$ cat config.mk
export PLATFORM = sky130hd
export DESIGN_NAME = gc_ram_arbiter_flat
export DESIGN_NICKNAME = d
export VERILOG_FILES = /design/src/rtl/gc_ram_arbiter_pkg.sv /design/src/rtl/gc_ram_arbiter_if.sv /design/src/rtl/gc_ram_arbiter_rr_pick.sv /design/src/rtl/gc_ram_arbiter.sv /design/src/flat_wrapper.sv
export SDC_FILE = /design/constraint.sdc
export NUM_CORES = 1
export LEC_CHECK = 0
export ABC_AREA = 1
export ABC_CLOCK_PERIOD_IN_PS = 1700
export BUFFER_PORTS_ARGS = -buffer_cell sky130_fd_sc_hd__buf_2
export CORE_ASPECT_RATIO = 1.75
export CORE_MARGIN = 8
export CORE_UTILIZATION = 40
export CTS_CLUSTER_DIAMETER = 30
export DETAILED_ROUTE_END_ITERATION = 7
export GPL_ROUTABILITY_DRIVEN = 0
export GPL_TIMING_DRIVEN = 0
export PLACE_DENSITY = 0.71
export SETUP_SLACK_MARGIN = 0.15
export SLEW_MARGIN = 10
export SYNTH_ARGS = -nofsm -noshare
export SYNTH_HDL_FRONTEND = slang
export SYNTH_SLANG_ARGS = --single-unit
$ cat constraint.sdc
create_clock -name clk -period 1.7 [get_ports clk]
set_input_delay 0.17 -clock clk [delete_from_list [all_inputs] [get_ports clk]]
set_output_delay 0.17 -clock clk [all_outputs]
set_load 0.02 [all_outputs]
$ cat src/rtl/gc_ram_arbiter_pkg.sv
// Shared sizing defaults and port-index encoding for the status-SRAM read arbiter,
// its interface and the controller cores that talk to it.
package gc_ram_arbiter_pkg;

  localparam int NUM_PORTS_DEF = 4;
  localparam int ADDR_BITS_DEF = 6;
  localparam int SEL_BITS_DEF  = $clog2(NUM_PORTS_DEF);

  // Upper SRAM address bits select the owning controller core.
  typedef enum logic [SEL_BITS_DEF-1:0] {
    PORT_0 = 2'd0,
    PORT_1 = 2'd1,
    PORT_2 = 2'd2,
    PORT_3 = 2'd3
  } port_e;

endpackage

$ cat src/rtl/gc_ram_arbiter_if.sv
// Read-port bundle between the controller cores, the arbiter and the status SRAM.
// The slave side is the arbiter; the master side is the cores plus SRAM.
interface gc_ram_arbiter_if
  import gc_ram_arbiter_pkg::*;
#(
  parameter int NUM_PORTS = NUM_PORTS_DEF,
  parameter int ADDR_BITS = ADDR_BITS_DEF,
  parameter int SEL_BITS  = SEL_BITS_DEF
) ();

  logic [NUM_PORTS-1:0]           req;
  logic [NUM_PORTS*ADDR_BITS-1:0] addr;
  logic [SEL_BITS+ADDR_BITS-1:0]  ram_addr;
  logic                           ram_data;
  logic                           data_out;
  logic [NUM_PORTS-1:0]           ack;

  modport slave (
    input  req, addr, ram_data,
    output ram_addr, data_out, ack
  );

  modport master (
    output req, addr, ram_data,
    input  ram_addr, data_out, ack
  );

endinterface

$ cat src/rtl/gc_ram_arbiter_rr_pick.sv
// Combinational round-robin pick: first eligible port searching upward from last+1,
// wrapping modulo NUM_PORTS (a power of two, so the wrap is free).
module gc_rr_pick
  import gc_ram_arbiter_pkg::*;
#(
  parameter int NUM_PORTS = NUM_PORTS_DEF,
  parameter int SEL_BITS  = SEL_BITS_DEF
) (
  input  logic [NUM_PORTS-1:0] elig,
  input  logic [SEL_BITS-1:0]  last,
  output logic                 vld,
  output logic [SEL_BITS-1:0]  idx
);

  logic [SEL_BITS-1:0] cand;

  // Walk from lowest to highest priority so the last hit is the winner.
  always_comb begin
    vld  = 1'b0;
    idx  = last;
    cand = '0;
    for (int i = NUM_PORTS; i >= 1; i--) begin
      cand = last + SEL_BITS'(i);
      if (elig[cand]) begin
        vld = 1'b1;
        idx = cand;
      end
    end
  end

endmodule

$ cat src/rtl/gc_ram_arbiter.sv
// Two-stage request-driven round-robin arbiter for the status-SRAM read port.
// Define GC_ARB_FIXED_SLOT_EN to build the legacy fixed timeslice instead.
module gc_ram_arbiter
  import gc_ram_arbiter_pkg::*;
#(
  parameter int NUM_PORTS = NUM_PORTS_DEF,
  parameter int ADDR_BITS = ADDR_BITS_DEF,
  parameter int SEL_BITS  = SEL_BITS_DEF
) (
  input  logic          clk,
  input  logic          reset,
  gc_ram_arbiter_if.slave bus
);

  logic [NUM_PORTS-1:0]          issue_p1;
  logic [SEL_BITS+ADDR_BITS-1:0] ram_addr_p1;
  logic [NUM_PORTS-1:0]          ack_p2;
  logic                          data_p2;

`ifdef GC_ARB_FIXED_SLOT_EN

  logic [SEL_BITS-1:0] slot_p0;

  // Stage 1: fixed timeslice issue, requests ignored
  always_ff @(posedge clk) begin
    if (!reset) begin
      slot_p0     <= '0;
      issue_p1    <= '0;
      ram_addr_p1 <= '0;
    end else begin
      slot_p0     <= slot_p0 + SEL_BITS'(1);
      issue_p1    <= NUM_PORTS'(1) << slot_p0;
      ram_addr_p1 <= {slot_p0, bus.addr[slot_p0*ADDR_BITS +: ADDR_BITS]};
    end
  end

`else

  logic [SEL_BITS-1:0]  last_p1;
  logic [SEL_BITS-1:0]  win;
  logic                 win_vld;
  logic [NUM_PORTS-1:0] elig;

  // A port granted last cycle is still in flight and sits this cycle out.
  assign elig = bus.req & ~issue_p1;

  gc_rr_pick #(
    .NUM_PORTS (NUM_PORTS),
    .SEL_BITS  (SEL_BITS)
  ) u_pick (
    .elig (elig),
    .last (last_p1),
    .vld  (win_vld),
    .idx  (win)
  );

  // Stage 1: arbitrate and issue the SRAM address
  always_ff @(posedge clk) begin
    if (!reset) begin
      last_p1     <= SEL_BITS'(NUM_PORTS - 1);
      issue_p1    <= '0;
      ram_addr_p1 <= '0;
    end else if (win_vld) begin
      last_p1     <= win;
      issue_p1    <= NUM_PORTS'(1) << win;
      ram_addr_p1 <= {win, bus.addr[win*ADDR_BITS +: ADDR_BITS]};
    end else begin
      issue_p1    <= '0;
    end
  end

`endif

  // Stage 2: capture SRAM data and acknowledge the issuing port
  always_ff @(posedge clk) begin
    if (!reset) begin
      data_p2 <= 1'b0;
      ack_p2  <= '0;
    end else begin
      data_p2 <= bus.ram_data;
      ack_p2  <= issue_p1;
    end
  end

  assign bus.ram_addr = ram_addr_p1;
  assign bus.data_out = data_p2;
  assign bus.ack      = ack_p2;

endmodule

$ cat src/flat_wrapper.sv
// flat-port wrapper written by rule: the top's interface ports become plain ports
module gc_ram_arbiter_flat import gc_ram_arbiter_pkg::*;
#(
  parameter int NUM_PORTS = NUM_PORTS_DEF,
  parameter int ADDR_BITS = ADDR_BITS_DEF,
  parameter int SEL_BITS  = SEL_BITS_DEF
)
  (clk, reset, bus_req, bus_addr, bus_ram_data, bus_ram_addr, bus_data_out, bus_ack);
  gc_ram_arbiter_if #(.NUM_PORTS(NUM_PORTS), .ADDR_BITS(ADDR_BITS), .SEL_BITS(SEL_BITS)) bus_i ();
  input  logic clk;
  input  logic reset;
  input wire logic [$bits(bus_i.req)-1:0] bus_req;
  input wire logic [$bits(bus_i.addr)-1:0] bus_addr;
  input wire logic [$bits(bus_i.ram_data)-1:0] bus_ram_data;
  output wire logic [$bits(bus_i.ram_addr)-1:0] bus_ram_addr;
  output wire logic [$bits(bus_i.data_out)-1:0] bus_data_out;
  output wire logic [$bits(bus_i.ack)-1:0] bus_ack;
  assign bus_i.req = bus_req;
  assign bus_i.addr = bus_addr;
  assign bus_i.ram_data = bus_ram_data;
  assign bus_ram_addr = bus_i.ram_addr;
  assign bus_data_out = bus_i.data_out;
  assign bus_ack = bus_i.ack;
  gc_ram_arbiter #(.NUM_PORTS(NUM_PORTS), .ADDR_BITS(ADDR_BITS), .SEL_BITS(SEL_BITS)) u_core (.clk(clk), .reset(reset), .bus(bus_i));
endmodule
-- Word level (Yosys, flattened, before mapping)
Cells that the tools add are included.
- register bits after elaboration: 19
- bits in latches: 0
- memory bits (writable): 0
- ROM bits: 0
- bits of input ports: 31
- output and inout bits: 13
- logic and storage cells: 33
- memories kept: 0
- add/sub/neg operators: 3
- multiply operators: 1
- div/mod/pow operators: 0
- $lt $le $gt $ge: 4
- equality and inequality tests: 0
- shift-type cells: 2
- mux-type cells: 15
- bitwise operators: 2
- reductions and logical operators: 1
- operators by type and width (operator ; count):
    24-bit by 6-bit variable part select with 6-bit output ; 1
    2-bit by 3-bit less-than comparator with 1-bit output, second input constant ; 4
    1-bit binary-select mux with 2-bit select ; 4
    1-bit 2-to-1 mux ; 8
    2-bit 2-to-1 mux ; 3
    2-bit adder, second input constant ; 2
    4-bit bitwise AND ; 1
    2-bit by 2-bit multiplier with 4-bit output, second input constant ; 1
    4-bit NOT ; 1
    1-bit by 2-bit left shift with 4-bit output, first input constant ; 1
    2-bit by 1-bit adder with 2-bit output, second input constant ; 1
    2-bit AND reduction ; 1

-- Longest topological paths before layout
- depth after elaboration: 9
- depth in mapped cells: 16
- mapped depth without buffers: 15

-- Modules after synthesis
From an unflattened synthesis, not the netlist that was laid out.
- cell total of the unflattened synthesis: 165
- area, all modules: 1063.5 um^2
- by module, submodules not included (module ; instances ; cells an instance ; area an instance (um^2) ; sequential area each (um^2)):
    gc_ram_arbiter ; 1 ; 119 ; 849.6 ; 380.4
    gc_rr_pick ; 1 ; 46 ; 214.0 ; 0.0

-- Worst setup path after synthesis
OpenSTA, ideal clock, no wires.
- kind: reg2reg
- start point: register u_core.last_p1[0]
- end point: register u_core.ram_addr_p1[2] (netlist: u_core.bus.ram_addr[2])
- library setup time: 0.115 ns
- arrival: 1.454 ns
- required time: 1.585 ns
- slack: 0.131 ns
- stages on the path, launching flop included: 11
- buffers on the path: 1
- clock period less this slack: 1.569 ns
- cells stage by stage: dfxtp_1 buf_6 xnor2_2 inv_2 nand2_2 nand2_2 nor3_4 inv_2 or2_2 nand3_1 nor2_1
- word-level cells in the longest chain between the ends: 8
- elaborated cells between the ends (all ways): 20
- classes of those cells: add/sub: 3; mul: 1; shift: 1; mux: 15
- RTL lines (element ; line ; text):
    start, declared ; gc_ram_arbiter.sv:39 ; logic [SEL_BITS-1:0] last_p1;
    start signal, assigned ; gc_ram_arbiter.sv:60 ; last_p1 <= SEL_BITS'(NUM_PORTS - 1);
    start signal, assigned ; gc_ram_arbiter.sv:64 ; last_p1 <= win;
    2-bit adder ; gc_ram_arbiter_rr_pick.sv:23 ; cand = last + SEL_BITS'(i);
    1-bit binary-select mux with 2-bit select ; gc_ram_arbiter_rr_pick.sv:24 ; if (elig[cand]) begin
    1-bit 2-to-1 mux (implied by the code) ; gc_ram_arbiter_rr_pick.sv:24 ;
    2-bit 2-to-1 mux (3 in series) ; gc_ram_arbiter_rr_pick.sv:24 ;
    2-bit by 2-bit multiplier with 4-bit output ; gc_ram_arbiter.sv:66 ; ram_addr_p1 <= {win, bus.addr[win*ADDR_BITS +: ADDR_BITS]};
    24-bit by 6-bit variable part select with 6-bit output ; gc_ram_arbiter.sv:66 ;
    end signal, assigned ; gc_ram_arbiter.sv:66 ;
    end, declared ; gc_ram_arbiter.sv:16 ; logic [SEL_BITS+ADDR_BITS-1:0] ram_addr_p1;
Several ways; a longest one is shown, not always the timed one. The select of a mux whose other input is x is not followed.
A chain may end at the register's enable or synchronous reset.

-- Worst setup path after layout
- start point: register u_core.last_p1[0]
- end point: register u_core.ram_addr_p1[4] (netlist: u_core.bus.ram_addr[4])
Same word-level chain as after synthesis.

==> parameters.txt <==
Parameter                              Value

Power
  Pleak ... 1.02 nW
  Max IR drop VDD ... 1.61 mV
  Cell area power density ... 2430 nW/um2

Placed design
  Post-place instance area ... 1360 um2
  Worst slack after detailed placement ... -0.0893 ns
  Total half-perimeter wirelength after legalization and detailed placement ... 2310 um
  Count of port buffers added during placement ... 43
  Cell count after placement ... 235

Finish
  Fraction of layout cells with a size suffix above 1 ... 0.550
  Commonest non-fill, non-tap cell in the layout ... buf_2
  Register area ... 383 um2
  Top library cells by usage in the layout, fill and taps aside ... buf_2, inv_1, nand2_1, nand3_1, dfxtp_1
  Multi-input gate area in the final layout ... 758 um2
  Area Overhead vs Synth ... 64.3%
  Number of antenna repair diodes ... 0
  Final instance area ... 1790 um2
  Fill cell count ... 232
  Final cell count without fillers ... 256
  Final design utilization ... 0.675
  Total number of nets in the final design ... 261

Worst hold path
  Kind of path behind the tightest hold check ... in2reg
  Count of cells along the worst hold path ... 3

Die
  Full die area ... 4720 um2
  CORE AREA ... 2660 um2
  Row cnt ... 25
  Overall die height ... 85.1 um
  Die X ... 55.5 um
  Total I/O pin count ... 44
  Starting density of the core ... 0.411

Worst setup path
  Endpoint kind of the worst setup timing path ... flip-flop
  Launching element type of the critical path ... flip-flop
  Critical path start-end classification ... reg2reg
  Arr. time, crit path ... 1.91 ns
  Worst-path maximum fanout ... 8
  Number of cells traversed by the worst register-to-register path ... 12
  Critical path required time ... 1.89 ns

Global route
  First-pass GRT wire length ... 5260 um
  Grt total ovfl ... 0
  Most used routing layer ... met2
  GR Util met3 ... 0.0269
  Largest net degree at the start of global routing ... 12
  Vias in the first global route ... 1290
  Global routing met1 resource utilization ... 0.114
  All-Layer GR Usage ... 0.131
  Routing usage on met2 ... 0.252
  Initial antenna violation count ... 0

Yosys
  Cells after Synth ... 165
  Post-synthesis sequential element count ... 19
  Number of unique standard cell types used by synthesis ... 23
  Syn. warnings ... 0
  Synth Net Count ... 196
  Synthesized area divided by synthesized cell count ... 6.62 um2
  Summed instance area of the synthesized netlist ... 1090 um2
  Post-synthesis sequential area ratio ... 0.348

STA
  FMAX ... 0.583 GHz
  Final Skew ... 0.00459 ns
  Final worst setup slack ... -0.0142 ns
  Final count of pins violating max slew ... 0
  Number of failing hold endpoints at the final stage ... 0
  Final Setup Violations ... 1
  Max transition margin ... 0.871
  Fin crit period ... 1.71 ns
  Portion of the clock cycle consumed by the worst path in the final layout ... 1.01
  Setup repair after global routing missed its margin ... yes
  Fin Hold WS ... 0.0958 ns
  Worst Tran Pin Value ... 0.192 ns

Detailed routing
  Count of nets left with antenna violations after detail routing ... 0
  Vias per cell ... 4.87
  Total number of vias ... 1247
  First-pass iteration count of the detailed router ... 4
  Post-detailed-routing wire length ... 3270 um
  Routed wirelength normalized by instance count ... 12.8 um
  Iter 0 DRT Violations ... 23
  Residual DRC ... 0

CTS
  Maximum number of buffers from clock root to sink ... 2
  Clock transition time at the flip-flop clock pins of the worst setup and hold paths ... 0.07 ns
  Number of H-tree levels ... 1
  Clock root buffer master ... clkbuf_8
  Hold_buf cts ... 0
  Number of clock sinks seen by CTS ... 19
  Clock tree from TritonCTS ... built
  Num CTS Buffers ... 3
  Source-to-sink clock delay at the later pin of the worst-skew pair ... 0.26 ns

Status
  Status ... finished, violations left
  Violations in the final reports ... setup timing

Job
  Number of maximum-capacitance constraint violations ... 0
## cell type report
class                      count  area share
inverter                      35      0.0830
clock buffer                   3      0.0230
clock inverter                 1     0.00279
tap                           27      0.0188
buffer                         5      0.0328
sequential                    19       0.213
multi-input combinational    106       0.423
timing repair buffer          60       0.204
## layer usage
layer / wire, um / vias up / share of wire
li1: - / 640 / -
met1: 1150 / 569 / 0.35
met2: 1930 / 32 / 0.59
met3: 129 / 6 / 0.039
met4: 53 / 0 / 0.016
met5: 0 / - / 0
## worst paths after layout
check,startpoint,end,slack [ns]
worst min-delay path,bus_ram_data,u_core.bus.data_out,0.1
worst min register to register,u_core.issue_p1[1],u_core.bus.ack[1],0.43
worst max register to register,u_core.last_p1[0],u_core.bus.ram_addr[4],-0.01
worst max-delay path,u_core.last_p1[0],u_core.bus.ram_addr[4],-0.01
## registers in the layout (all words and copies together) (netlist names)
name	cells
u_core.bus.ram_addr	8
u_core.bus.data_out	1
u_core.last_p1	2
u_core.bus.ack	4
u_core.issue_p1	4
## synthesized netlist by cell type
cell / n / share of area
inv_1: 31 / 0.11
o21ai_0: 3 / 0.014
buf_2: 1 / 0.0046
xnor2_2: 1 / 0.015
nand3b_1: 3 / 0.021
nor2_1: 7 / 0.024
nor3_1: 1 / 0.0046
inv_2: 3 / 0.010
nand2_4: 1 / 0.010
or2_2: 2 / 0.011
a31o_2: 1 / 0.0080
nand4_1: 1 / 0.0057
a21oi_1: 5 / 0.023
inv_4: 1 / 0.0057
nand2_2: 9 / 0.052
dfxtp_1: 19 / 0.35
nand3_1: 31 / 0.14
nand2_1: 38 / 0.13
buf_6: 3 / 0.031
o211ai_1: 1 / 0.0069
nor3_4: 1 / 0.015
o21ai_1: 1 / 0.0046
buf_4: 1 / 0.0069
## cell families after synthesis
family          count (synthesis)  synth area share
buf+inv                        40             0.165
flops                          19             0.348
xor+xnor                        1            0.0149
simple gates                   94             0.416
compound gates                 11            0.0561
## power breakdown
part	switching [W]	internal [W]
Clock	0.000145	0.000163
Sequential	0.0000855	0.000593
Combinational	0.00187	0.00150
## critical path: stages, from the launching register on
cell	delay [ns]
dfxtp_2	0.34
buf_12	0.14
clkinv_8	0.08
nand3_2	0.08
nand2_4	0.07
nand2_4	0.09
nand2_4	0.07
nor3_4	0.22
inv_2	0.12
buf_6	0.15
nand3b_1	0.09
nand3_1	0.08
a21oi_1	0.12
## what timing repair did
action                                  4_1_cts  5_1_grt
buffers inserted                              6        8
gates resized for setup                      29       44
cloned                                        3        0
endpoints found under the setup margin       13       13
pin swaps                                    15       18
## metrics by stage
stage / power (W) / setup TNS [ns]
final: 0.00435 / -0.0142
after CTS: 0.00360 / -0.0910
after floorplan: 0.00228 / 0
after detailed placement: 0.00272 / -0.229
after global placement: 0.00271 / -0.132
after global routing: 0.00468 / -0.568
Power figures use the tool's default switching activity.
